**src/rtl/rv_id_ex_if.sv**
```systemverilog
// Signal bundle between the ID/hazard/forwarding side and the ID/EX stage.
// The stage consumes the slave modport; whoever feeds the stage uses master.
interface rv_id_ex_if #(
  parameter int unsigned XLEN = 64,
  parameter int unsigned RAW  = 5
);
  // Pipeline control
  logic            stall_i;
  logic            flush_i;

  // Decoded instruction from ID
  logic            id_valid_i;
  logic [XLEN-1:0] id_pc_i;
  logic [XLEN-1:0] id_rs1_data_i;
  logic [XLEN-1:0] id_rs2_data_i;
  logic [XLEN-1:0] id_imm_i;
  logic [RAW-1:0]  id_rs1_addr_i;
  logic [RAW-1:0]  id_rs2_addr_i;
  logic [RAW-1:0]  id_rd_addr_i;
  logic [3:0]      id_alu_op_i;
  logic [1:0]      id_op1_sel_i;
  logic [1:0]      id_op2_sel_i;
  logic            id_reg_we_i;
  logic            id_mem_rd_i;
  logic            id_mem_wr_i;

  // Forwarding sources
  logic            exm_we_i;
  logic [RAW-1:0]  exm_rd_i;
  logic [XLEN-1:0] exm_data_i;
  logic            mwb_we_i;
  logic [RAW-1:0]  mwb_rd_i;
  logic [XLEN-1:0] mwb_data_i;

  // Stage outputs towards the ALU and downstream stages
  logic            ex_valid_o;
  logic [XLEN-1:0] ex_pc_o;
  logic [XLEN-1:0] op1_o;
  logic [XLEN-1:0] op2_o;
  logic [3:0]      alu_op_o;
  logic [XLEN-1:0] ex_store_data_o;
  logic [RAW-1:0]  ex_rd_o;
  logic            ex_reg_we_o;
  logic            ex_mem_rd_o;
  logic            ex_mem_wr_o;
  logic            ld_use_o;

  modport master (
    output stall_i, flush_i,
    output id_valid_i, id_pc_i, id_rs1_data_i, id_rs2_data_i, id_imm_i,
    output id_rs1_addr_i, id_rs2_addr_i, id_rd_addr_i, id_alu_op_i,
    output id_op1_sel_i, id_op2_sel_i, id_reg_we_i, id_mem_rd_i, id_mem_wr_i,
    output exm_we_i, exm_rd_i, exm_data_i, mwb_we_i, mwb_rd_i, mwb_data_i,
    input  ex_valid_o, ex_pc_o, op1_o, op2_o, alu_op_o, ex_store_data_o,
    input  ex_rd_o, ex_reg_we_o, ex_mem_rd_o, ex_mem_wr_o, ld_use_o
  );

  modport slave (
    input  stall_i, flush_i,
    input  id_valid_i, id_pc_i, id_rs1_data_i, id_rs2_data_i, id_imm_i,
    input  id_rs1_addr_i, id_rs2_addr_i, id_rd_addr_i, id_alu_op_i,
    input  id_op1_sel_i, id_op2_sel_i, id_reg_we_i, id_mem_rd_i, id_mem_wr_i,
    input  exm_we_i, exm_rd_i, exm_data_i, mwb_we_i, mwb_rd_i, mwb_data_i,
    output ex_valid_o, ex_pc_o, op1_o, op2_o, alu_op_o, ex_store_data_o,
    output ex_rd_o, ex_reg_we_o, ex_mem_rd_o, ex_mem_wr_o, ld_use_o
  );
endinterface

```
**src/rtl/rv_id_ex.sv**
```systemverilog
// ID/EX pipeline register for the RV64 core: captures decoded fields,
// forwards operands from EX/MEM and MEM/WB, builds ALU operands and
// reports load-use hazards against the instruction currently in ID.
module rv_id_ex #(
  parameter int unsigned XLEN = 64,
  parameter int unsigned RAW  = 5
) (
  input logic         clk_i,
  input logic         rst_n_i,
  rv_id_ex_if.slave   bus
);

  typedef enum logic [1:0] {
    OP1_RS1   = 2'd0,
    OP1_PC    = 2'd1,
    OP1_ZERO  = 2'd2,
    OP1_ZERO3 = 2'd3
  } op1_sel_e;

  typedef enum logic [1:0] {
    OP2_RS2   = 2'd0,
    OP2_IMM   = 2'd1,
    OP2_FOUR  = 2'd2,
    OP2_ZERO  = 2'd3
  } op2_sel_e;

  typedef struct packed {
    logic            valid;
    logic [XLEN-1:0] pc;
    logic [XLEN-1:0] rs1_data;
    logic [XLEN-1:0] rs2_data;
    logic [XLEN-1:0] imm;
    logic [RAW-1:0]  rs1_addr;
    logic [RAW-1:0]  rs2_addr;
    logic [RAW-1:0]  rd_addr;
    logic [3:0]      alu_op;
    op1_sel_e        op1_sel;
    op2_sel_e        op2_sel;
    logic            reg_we;
    logic            mem_rd;
    logic            mem_wr;
  } stage_t;

  stage_t          st;
  stage_t          cap;
  logic [XLEN-1:0] rs1_fwd;
  logic [XLEN-1:0] rs2_fwd;

  // Forwarding source selection for one operand; EX/MEM wins over MEM/WB,
  // and x0 never matches so a zero read stays zero.
  function automatic logic [XLEN-1:0] fwd_sel(
    input logic [RAW-1:0]  addr,
    input logic [XLEN-1:0] rf_data,
    input logic            exm_we,
    input logic [RAW-1:0]  exm_rd,
    input logic [XLEN-1:0] exm_data,
    input logic            mwb_we,
    input logic [RAW-1:0]  mwb_rd,
    input logic [XLEN-1:0] mwb_data
  );
    logic [XLEN-1:0] res;
    res = rf_data;
    if (exm_we && (exm_rd == addr) && (addr != '0)) begin
      res = exm_data;
    end else if (mwb_we && (mwb_rd == addr) && (addr != '0)) begin
      res = mwb_data;
    end
    return res;
  endfunction

  // Build the entry that would be captured this edge; an invalid ID slot or a
  // flush turns it into a bubble by clearing valid and all side-effect flags.
  always_comb begin
    cap          = '0;
    cap.pc       = bus.id_pc_i;
    cap.rs1_data = bus.id_rs1_data_i;
    cap.rs2_data = bus.id_rs2_data_i;
    cap.imm      = bus.id_imm_i;
    cap.rs1_addr = bus.id_rs1_addr_i;
    cap.rs2_addr = bus.id_rs2_addr_i;
    cap.rd_addr  = bus.id_rd_addr_i;
    cap.alu_op   = bus.id_alu_op_i;
    cap.op1_sel  = op1_sel_e'(bus.id_op1_sel_i);
    cap.op2_sel  = op2_sel_e'(bus.id_op2_sel_i);
    if (bus.id_valid_i && !bus.flush_i) begin
      cap.valid  = 1'b1;
      cap.reg_we = bus.id_reg_we_i;
      cap.mem_rd = bus.id_mem_rd_i;
      cap.mem_wr = bus.id_mem_wr_i;
    end
  end

  // Stage register: flush beats stall, stall holds, otherwise capture ID.
  always_ff @(posedge clk_i or negedge rst_n_i) begin
    if (!rst_n_i) begin
      st <= '0;
    end else if (bus.flush_i || !bus.stall_i) begin
      st <= cap;
    end
  end

  // Operand forwarding, re-evaluated every cycle including during stalls.
  always_comb begin
    rs1_fwd = fwd_sel(st.rs1_addr, st.rs1_data,
                      bus.exm_we_i, bus.exm_rd_i, bus.exm_data_i,
                      bus.mwb_we_i, bus.mwb_rd_i, bus.mwb_data_i);
    rs2_fwd = fwd_sel(st.rs2_addr, st.rs2_data,
                      bus.exm_we_i, bus.exm_rd_i, bus.exm_data_i,
                      bus.mwb_we_i, bus.mwb_rd_i, bus.mwb_data_i);
  end

  // ALU operand muxes driven by the registered select fields.
  always_comb begin
    bus.op1_o = '0;
    unique case (st.op1_sel)
      OP1_RS1:   bus.op1_o = rs1_fwd;
      OP1_PC:    bus.op1_o = st.pc;
      OP1_ZERO,
      OP1_ZERO3: bus.op1_o = '0;
      default:   bus.op1_o = '0;
    endcase

    bus.op2_o = '0;
    unique case (st.op2_sel)
      OP2_RS2:   bus.op2_o = rs2_fwd;
      OP2_IMM:   bus.op2_o = st.imm;
      OP2_FOUR:  bus.op2_o = XLEN'(4);
      OP2_ZERO:  bus.op2_o = '0;
      default:   bus.op2_o = '0;
    endcase
  end

  // Registered fields and valid-gated control towards EX and the hazard unit.
  always_comb begin
    bus.ex_valid_o      = st.valid;
    bus.ex_pc_o         = st.pc;
    bus.ex_rd_o         = st.rd_addr;
    bus.ex_store_data_o = rs2_fwd;
    bus.alu_op_o        = st.valid ? st.alu_op : 4'd0;
    bus.ex_reg_we_o     = st.valid & st.reg_we;
    bus.ex_mem_rd_o     = st.valid & st.mem_rd;
    bus.ex_mem_wr_o     = st.valid & st.mem_wr;
    bus.ld_use_o        = st.valid & st.mem_rd & (st.rd_addr != '0) &
                          ((st.rd_addr == bus.id_rs1_addr_i) |
                           (st.rd_addr == bus.id_rs2_addr_i));
  end

endmodule

```
**src/flat_wrapper.sv**
```systemverilog
// flat-port wrapper written by rule: the top's interface ports become plain ports
module rv_id_ex_flat 
#(
  parameter int unsigned XLEN = 64,
  parameter int unsigned RAW  = 5
)
  (clk_i, rst_n_i, bus_stall_i, bus_flush_i, bus_id_valid_i, bus_id_pc_i, bus_id_rs1_data_i, bus_id_rs2_data_i, bus_id_imm_i, bus_id_rs1_addr_i, bus_id_rs2_addr_i, bus_id_rd_addr_i, bus_id_alu_op_i, bus_id_op1_sel_i, bus_id_op2_sel_i, bus_id_reg_we_i, bus_id_mem_rd_i, bus_id_mem_wr_i, bus_exm_we_i, bus_exm_rd_i, bus_exm_data_i, bus_mwb_we_i, bus_mwb_rd_i, bus_mwb_data_i, bus_ex_valid_o, bus_ex_pc_o, bus_op1_o, bus_op2_o, bus_alu_op_o, bus_ex_store_data_o, bus_ex_rd_o, bus_ex_reg_we_o, bus_ex_mem_rd_o, bus_ex_mem_wr_o, bus_ld_use_o);
  rv_id_ex_if #(.XLEN(XLEN), .RAW(RAW)) bus_i ();
  input logic clk_i;
  input logic rst_n_i;
  input wire logic [$bits(bus_i.stall_i)-1:0] bus_stall_i;
  input wire logic [$bits(bus_i.flush_i)-1:0] bus_flush_i;
  input wire logic [$bits(bus_i.id_valid_i)-1:0] bus_id_valid_i;
  input wire logic [$bits(bus_i.id_pc_i)-1:0] bus_id_pc_i;
  input wire logic [$bits(bus_i.id_rs1_data_i)-1:0] bus_id_rs1_data_i;
  input wire logic [$bits(bus_i.id_rs2_data_i)-1:0] bus_id_rs2_data_i;
  input wire logic [$bits(bus_i.id_imm_i)-1:0] bus_id_imm_i;
  input wire logic [$bits(bus_i.id_rs1_addr_i)-1:0] bus_id_rs1_addr_i;
  input wire logic [$bits(bus_i.id_rs2_addr_i)-1:0] bus_id_rs2_addr_i;
  input wire logic [$bits(bus_i.id_rd_addr_i)-1:0] bus_id_rd_addr_i;
  input wire logic [$bits(bus_i.id_alu_op_i)-1:0] bus_id_alu_op_i;
  input wire logic [$bits(bus_i.id_op1_sel_i)-1:0] bus_id_op1_sel_i;
  input wire logic [$bits(bus_i.id_op2_sel_i)-1:0] bus_id_op2_sel_i;
  input wire logic [$bits(bus_i.id_reg_we_i)-1:0] bus_id_reg_we_i;
  input wire logic [$bits(bus_i.id_mem_rd_i)-1:0] bus_id_mem_rd_i;
  input wire logic [$bits(bus_i.id_mem_wr_i)-1:0] bus_id_mem_wr_i;
  input wire logic [$bits(bus_i.exm_we_i)-1:0] bus_exm_we_i;
  input wire logic [$bits(bus_i.exm_rd_i)-1:0] bus_exm_rd_i;
  input wire logic [$bits(bus_i.exm_data_i)-1:0] bus_exm_data_i;
  input wire logic [$bits(bus_i.mwb_we_i)-1:0] bus_mwb_we_i;
  input wire logic [$bits(bus_i.mwb_rd_i)-1:0] bus_mwb_rd_i;
  input wire logic [$bits(bus_i.mwb_data_i)-1:0] bus_mwb_data_i;
  output wire logic [$bits(bus_i.ex_valid_o)-1:0] bus_ex_valid_o;
  output wire logic [$bits(bus_i.ex_pc_o)-1:0] bus_ex_pc_o;
  output wire logic [$bits(bus_i.op1_o)-1:0] bus_op1_o;
  output wire logic [$bits(bus_i.op2_o)-1:0] bus_op2_o;
  output wire logic [$bits(bus_i.alu_op_o)-1:0] bus_alu_op_o;
  output wire logic [$bits(bus_i.ex_store_data_o)-1:0] bus_ex_store_data_o;
  output wire logic [$bits(bus_i.ex_rd_o)-1:0] bus_ex_rd_o;
  output wire logic [$bits(bus_i.ex_reg_we_o)-1:0] bus_ex_reg_we_o;
  output wire logic [$bits(bus_i.ex_mem_rd_o)-1:0] bus_ex_mem_rd_o;
  output wire logic [$bits(bus_i.ex_mem_wr_o)-1:0] bus_ex_mem_wr_o;
  output wire logic [$bits(bus_i.ld_use_o)-1:0] bus_ld_use_o;
  assign bus_i.stall_i = bus_stall_i;
  assign bus_i.flush_i = bus_flush_i;
  assign bus_i.id_valid_i = bus_id_valid_i;
  assign bus_i.id_pc_i = bus_id_pc_i;
  assign bus_i.id_rs1_data_i = bus_id_rs1_data_i;
  assign bus_i.id_rs2_data_i = bus_id_rs2_data_i;
  assign bus_i.id_imm_i = bus_id_imm_i;
  assign bus_i.id_rs1_addr_i = bus_id_rs1_addr_i;
  assign bus_i.id_rs2_addr_i = bus_id_rs2_addr_i;
  assign bus_i.id_rd_addr_i = bus_id_rd_addr_i;
  assign bus_i.id_alu_op_i = bus_id_alu_op_i;
  assign bus_i.id_op1_sel_i = bus_id_op1_sel_i;
  assign bus_i.id_op2_sel_i = bus_id_op2_sel_i;
  assign bus_i.id_reg_we_i = bus_id_reg_we_i;
  assign bus_i.id_mem_rd_i = bus_id_mem_rd_i;
  assign bus_i.id_mem_wr_i = bus_id_mem_wr_i;
  assign bus_i.exm_we_i = bus_exm_we_i;
  assign bus_i.exm_rd_i = bus_exm_rd_i;
  assign bus_i.exm_data_i = bus_exm_data_i;
  assign bus_i.mwb_we_i = bus_mwb_we_i;
  assign bus_i.mwb_rd_i = bus_mwb_rd_i;
  assign bus_i.mwb_data_i = bus_mwb_data_i;
  assign bus_ex_valid_o = bus_i.ex_valid_o;
  assign bus_ex_pc_o = bus_i.ex_pc_o;
  assign bus_op1_o = bus_i.op1_o;
  assign bus_op2_o = bus_i.op2_o;
  assign bus_alu_op_o = bus_i.alu_op_o;
  assign bus_ex_store_data_o = bus_i.ex_store_data_o;
  assign bus_ex_rd_o = bus_i.ex_rd_o;
  assign bus_ex_reg_we_o = bus_i.ex_reg_we_o;
  assign bus_ex_mem_rd_o = bus_i.ex_mem_rd_o;
  assign bus_ex_mem_wr_o = bus_i.ex_mem_wr_o;
  assign bus_ld_use_o = bus_i.ld_use_o;
  rv_id_ex #(.XLEN(XLEN), .RAW(RAW)) u_core (.clk_i(clk_i), .rst_n_i(rst_n_i), .bus(bus_i));
endmodule
```
**config.mk**
```make
export PLATFORM = sky130hd
export DESIGN_NAME = rv_id_ex_flat
export DESIGN_NICKNAME = d
export VERILOG_FILES = /design/src/rtl/rv_id_ex_if.sv /design/src/rtl/rv_id_ex.sv /design/src/flat_wrapper.sv
export SDC_FILE = /design/constraint.sdc
export NUM_CORES = 1
export LEC_CHECK = 0
export CAP_MARGIN = 40
export CELL_PAD_IN_SITES_DETAIL_PLACEMENT = 1
export CELL_PAD_IN_SITES_GLOBAL_PLACEMENT = 1
export CORE_AREA = 5 5 270 272
export CTS_CLUSTER_DIAMETER = 80
export DETAILED_ROUTE_END_ITERATION = 8
export DIE_AREA = 0 0 275 277
export GPL_TIMING_DRIVEN = 0
export MAX_ROUTING_LAYER = met4
export PLACE_DENSITY_LB_ADDON = 0.1
export SYNTH_ARGS = -nofsm -noshare
export SYNTH_HDL_FRONTEND = slang
export SYNTH_SLANG_ARGS = --single-unit
```
**constraint.sdc**
```tcl
create_clock -name clk_i -period 2.63 [get_ports clk_i]
set_input_delay 0.526 -clock clk_i [delete_from_list [all_inputs] [get_ports clk_i]]
set_output_delay 0.526 -clock clk_i [all_outputs]
set_load 0.01 [all_outputs]
```
==> impl_metrics.ini <==
[outcome]
status = finished with violations
failed_checks = setup timing

[final_layout]
fillers = 7492
utilization_pct = 41.4
final_cell_area_um2 = 29200
multi_input_area_um2 = 8980
drive_gt1_share_pct = 47.0
area_delta_synth_final_pct = 88.1
seqCellArea_um2 = 7080
nets = 2712

[yosys]
yosysTopAreaCellShare_pct = 45.6
yosys_register_bits = 283
avgSynthCellArea_um2 = 11.4
synth_top_area_cell = dfrtp_1
synth_area_leaders = dfrtp_1 46%, mux2_2 20%, mux2i_1 4.1%, a22o_1 3.6%, buf_4 3.4%
seq_area_frac_synth_pct = 45.6
synth_top_family_by_area = multiplexers
synth_simple_gate_area_share_pct = 6.24
synth_compound_area_share_pct = 14.8
syn_inst = 1359
synth_nets = 1786
synth_mux_area_share_pct = 24.3
syn_area_um2 = 15500
yosysWarningCount = 0
synth-xor-area-share_pct = 1.69
synthAdderAreaFrac_pct = 0
ys_types = 35

[routing]
routedWlPerCell_um = 31.3
wirelength_um = 103000
drtPass1Iterations = 4
drc = 0
avgViaCountPerCell = 4.86
via_count = 16027
antenna_left = 0
drtIter0Drc = 806

[floorplan]
die_h_um = 277
die_x_um = 275
core_area_um2 = 70500
num_rows = 98
io_pins = 697
start_util_pct = 22.0
die-area_um2 = 76200

[worst_setup_path]
r2r-end = u_core.st[23]
worst-r2r-setup-slack_ps = 1580
ff2ff_path_depth = 3
crit_fanout = 5
required_ps = 2100
worst_setup_path_end_kind = output port
r2r-start = u_core.st[23]
startpoint_type = flop
worstSetupPathType = reg2out
arrival_ps = 3090

[pwr]
power.density_nw_per_um2 = 527
peakVddDrop_mv = 0.449
p_leak_nw = 11.5
power_mw = 15.4

[sta]
worstMarginPinSlew_ps = 871
slew_violations = 0
setup_violations = 192
min_period_ps = 3610
tns_ps = -139170
fin_crit_sh_pct = 137
setup_ws_ps = -983
max_freq_mhz = 277
max_slew_margin_pct = 41.9
hold_viol = 0
rsz0062_at_grt = yes
finClkSkew_ps = 0

[cts]
cts_tree = built
htreeDepth = 2
cts_buffers = 42
clock_latency_ps = 570
numClockSinks = 283
cts_root_buffer = clkbuf_16
clkTransAtPathRegs_ps = 60
cts_hold_buffers = 0
clock_path_buffers = 3

[global_routing]
overflow = 0
grt_max_degree = 105
grt_pass1_wl_um = 137000
track_usage_pct = 26.2
grt_antenna_before_repair = 36
grt_pass1_vias = 17106

[placement]
place_area_um2 = 24400
gp_congestion = 0.887
dpl.hpwl_um = 79700
port_buffers = 696

[worst_hold_path]
min_path_type = in2async

[flow_run]
cap_violations = 0
-- timing repair --
| action | in CTS | in global routing |
|---|---|---|
| setup endpoints to repair | 312 | 380 |
| resized for setup | 567 | 681 |
| cloned | 6 | 5 |
| pin swaps | 64 | 36 |
| setup buffers | 49 | 88 |
-- metrics by stage --
step	hold slack [ps]	std cells	worst slack [ps]
6_report	37.9	3301	-983
5_1_grt	86.7	3300	-1040
4_1_cts	45.4	3178	-1250
3_5_place_dp	495	3051	-1860
3_3_place_gp	486	3005	-13250
2_1_floorplan	230	1359	99.3
-- registers in the layout (all words and copies together) (netlist names) --
| signal | count |
|---|---|
| u_core.bus.ex_valid_o | 1 |
| u_core.bus.ex_pc_o | 64 |
| u_core.st | 213 |
| u_core.bus.ex_rd_o | 5 |
-- worst max-delay path, cell delays in order, from the launching register on --
cell and delay [ps]:
dfrtp_2 420, or4_4 590, o211ai_4 240, or2_4 200, buf_12 150, buf_12 120, buf_12 110, buf_6 90
a31oi_4 110, buf_6 150, a22o_1 200, buf_2 140
-- cell usage in the layout, fill, tap and decap left out, drive strengths merged --
| cell type | synthesis | final |
|---|---|---|
| a21oi | 4 | 4 |
| a22o | 63 | 63 |
| a22oi | 65 | 65 |
| a31oi | 64 | 64 |
| and2 | 8 | 8 |
| and4 | 1 | 1 |
| buf | 124 | 459 |
| bufinv | 0 | 2 |
| clkbuf | 77 | 175 |
| clkdlybuf4s15 | 0 | 6 |
| clkdlybuf4s50 | 0 | 502 |
| clkinv | 0 | 6 |
| dfrtp | 283 | 283 |
| diode | 0 | 36 |
| dlygate4sd2 | 0 | 2 |
| dlymetal6s2s | 0 | 5 |
| inv | 1 | 1 |
| mux2 | 278 | 278 |
| mux2i | 64 | 64 |
| nand2 | 6 | 6 |
| nand2b | 1 | 1 |
| nand3 | 2 | 2 |
| nand4 | 68 | 68 |
| nor2 | 10 | 10 |
| nor2b | 3 | 3 |
| nor3 | 67 | 67 |
| nor4b | 1 | 1 |
| o211ai | 1 | 1 |
| o21ai | 67 | 67 |
| o31a | 1 | 1 |
| o31ai | 65 | 65 |
| or2 | 2 | 2 |
| or4 | 3 | 3 |
| xnor2 | 24 | 24 |
| xor2 | 6 | 6 |
-- routing by layer --
layer	up-vias	wire, um	GRT usage [%]
met1	8262	41400	30.1
met3	128	7130	7.60
li1	7060	-	-
met4	0	3090	7.86
met2	577	51800	44.5
met5	-	0	-
-- final cells by class --
class                   instances  area share (%)
clock inverters                 8           0.321
repair buffers                886            30.3
flip-flops and latches        283            24.2
inverters                       1          0.0128
clock buffers                  66            4.43
well taps                     950            4.07
diodes                         36           0.308
plain buffers                 197            5.61
multi-input cells             874            30.7
-- where the power goes --
group / switching [mW] / internal (mW) / leakage (nW) / total (mW)
clock network: 2.26 / 3.55 / 0.686 / 5.82
logic: 2.14 / 2.41 / 7.50 / 4.55
registers: 0.297 / 4.73 / 3.31 / 5.02
total: 4.70 / 10.7 / 11.5 / 15.4
-- synthesized netlist by cell type --
master and n:
nor2_4 1, o31a_1 1, xor2_1 6, nor3_1 67
nor2b_1 3, o211ai_2 1, or2_1 1, or4_1 2
nor4b_1 1, nor2_1 9, clkbuf_1 77, o31ai_1 65
buf_1 19, mux2_2 278, o21ai_1 60, xnor2_1 24
mux2i_1 64, a22oi_1 65, dfrtp_1 283, a21oi_1 4
nand2b_1 1, buf_6 13, nand3_1 2, o21ai_0 7
and4_1 1, a22o_1 63, nand2_1 6, buf_2 21
and2_1 8, nand4_1 68, or2_2 1, a31oi_1 64
inv_1 1, buf_4 71, or4_4 1
-- kinds of logic (layout without fill, tap and decap cells) --
logic type / count (synthesis) / count (layout)
AO/OA/AOI/OAI: 330 / 330
buffers and inverters: 202 / 1158
AND/OR/NAND/NOR: 172 / 172
flip-flops: 283 / 283
XOR/XNOR: 30 / 30
multiplexers: 342 / 342
other: 0 / 36
-- how the worst max path moves through the flow --
stage | to | slack, ps | startpoint
global route | bus_op2_o[52] | -1040 | u_core.st[20]
floorplan | bus_op2_o[0] | 100 | u_core.st[19]
global placement | u_core.st[84] | -13250 | rst_n_i
detailed placement | bus_op2_o[11] | -1860 | bus_mwb_rd_i[1]
finish | bus_op2_o[52] | -980 | u_core.st[20]
CTS | bus_op2_o[3] | -1250 | u_core.st[19]
Power figures use the tool's default switching activity.
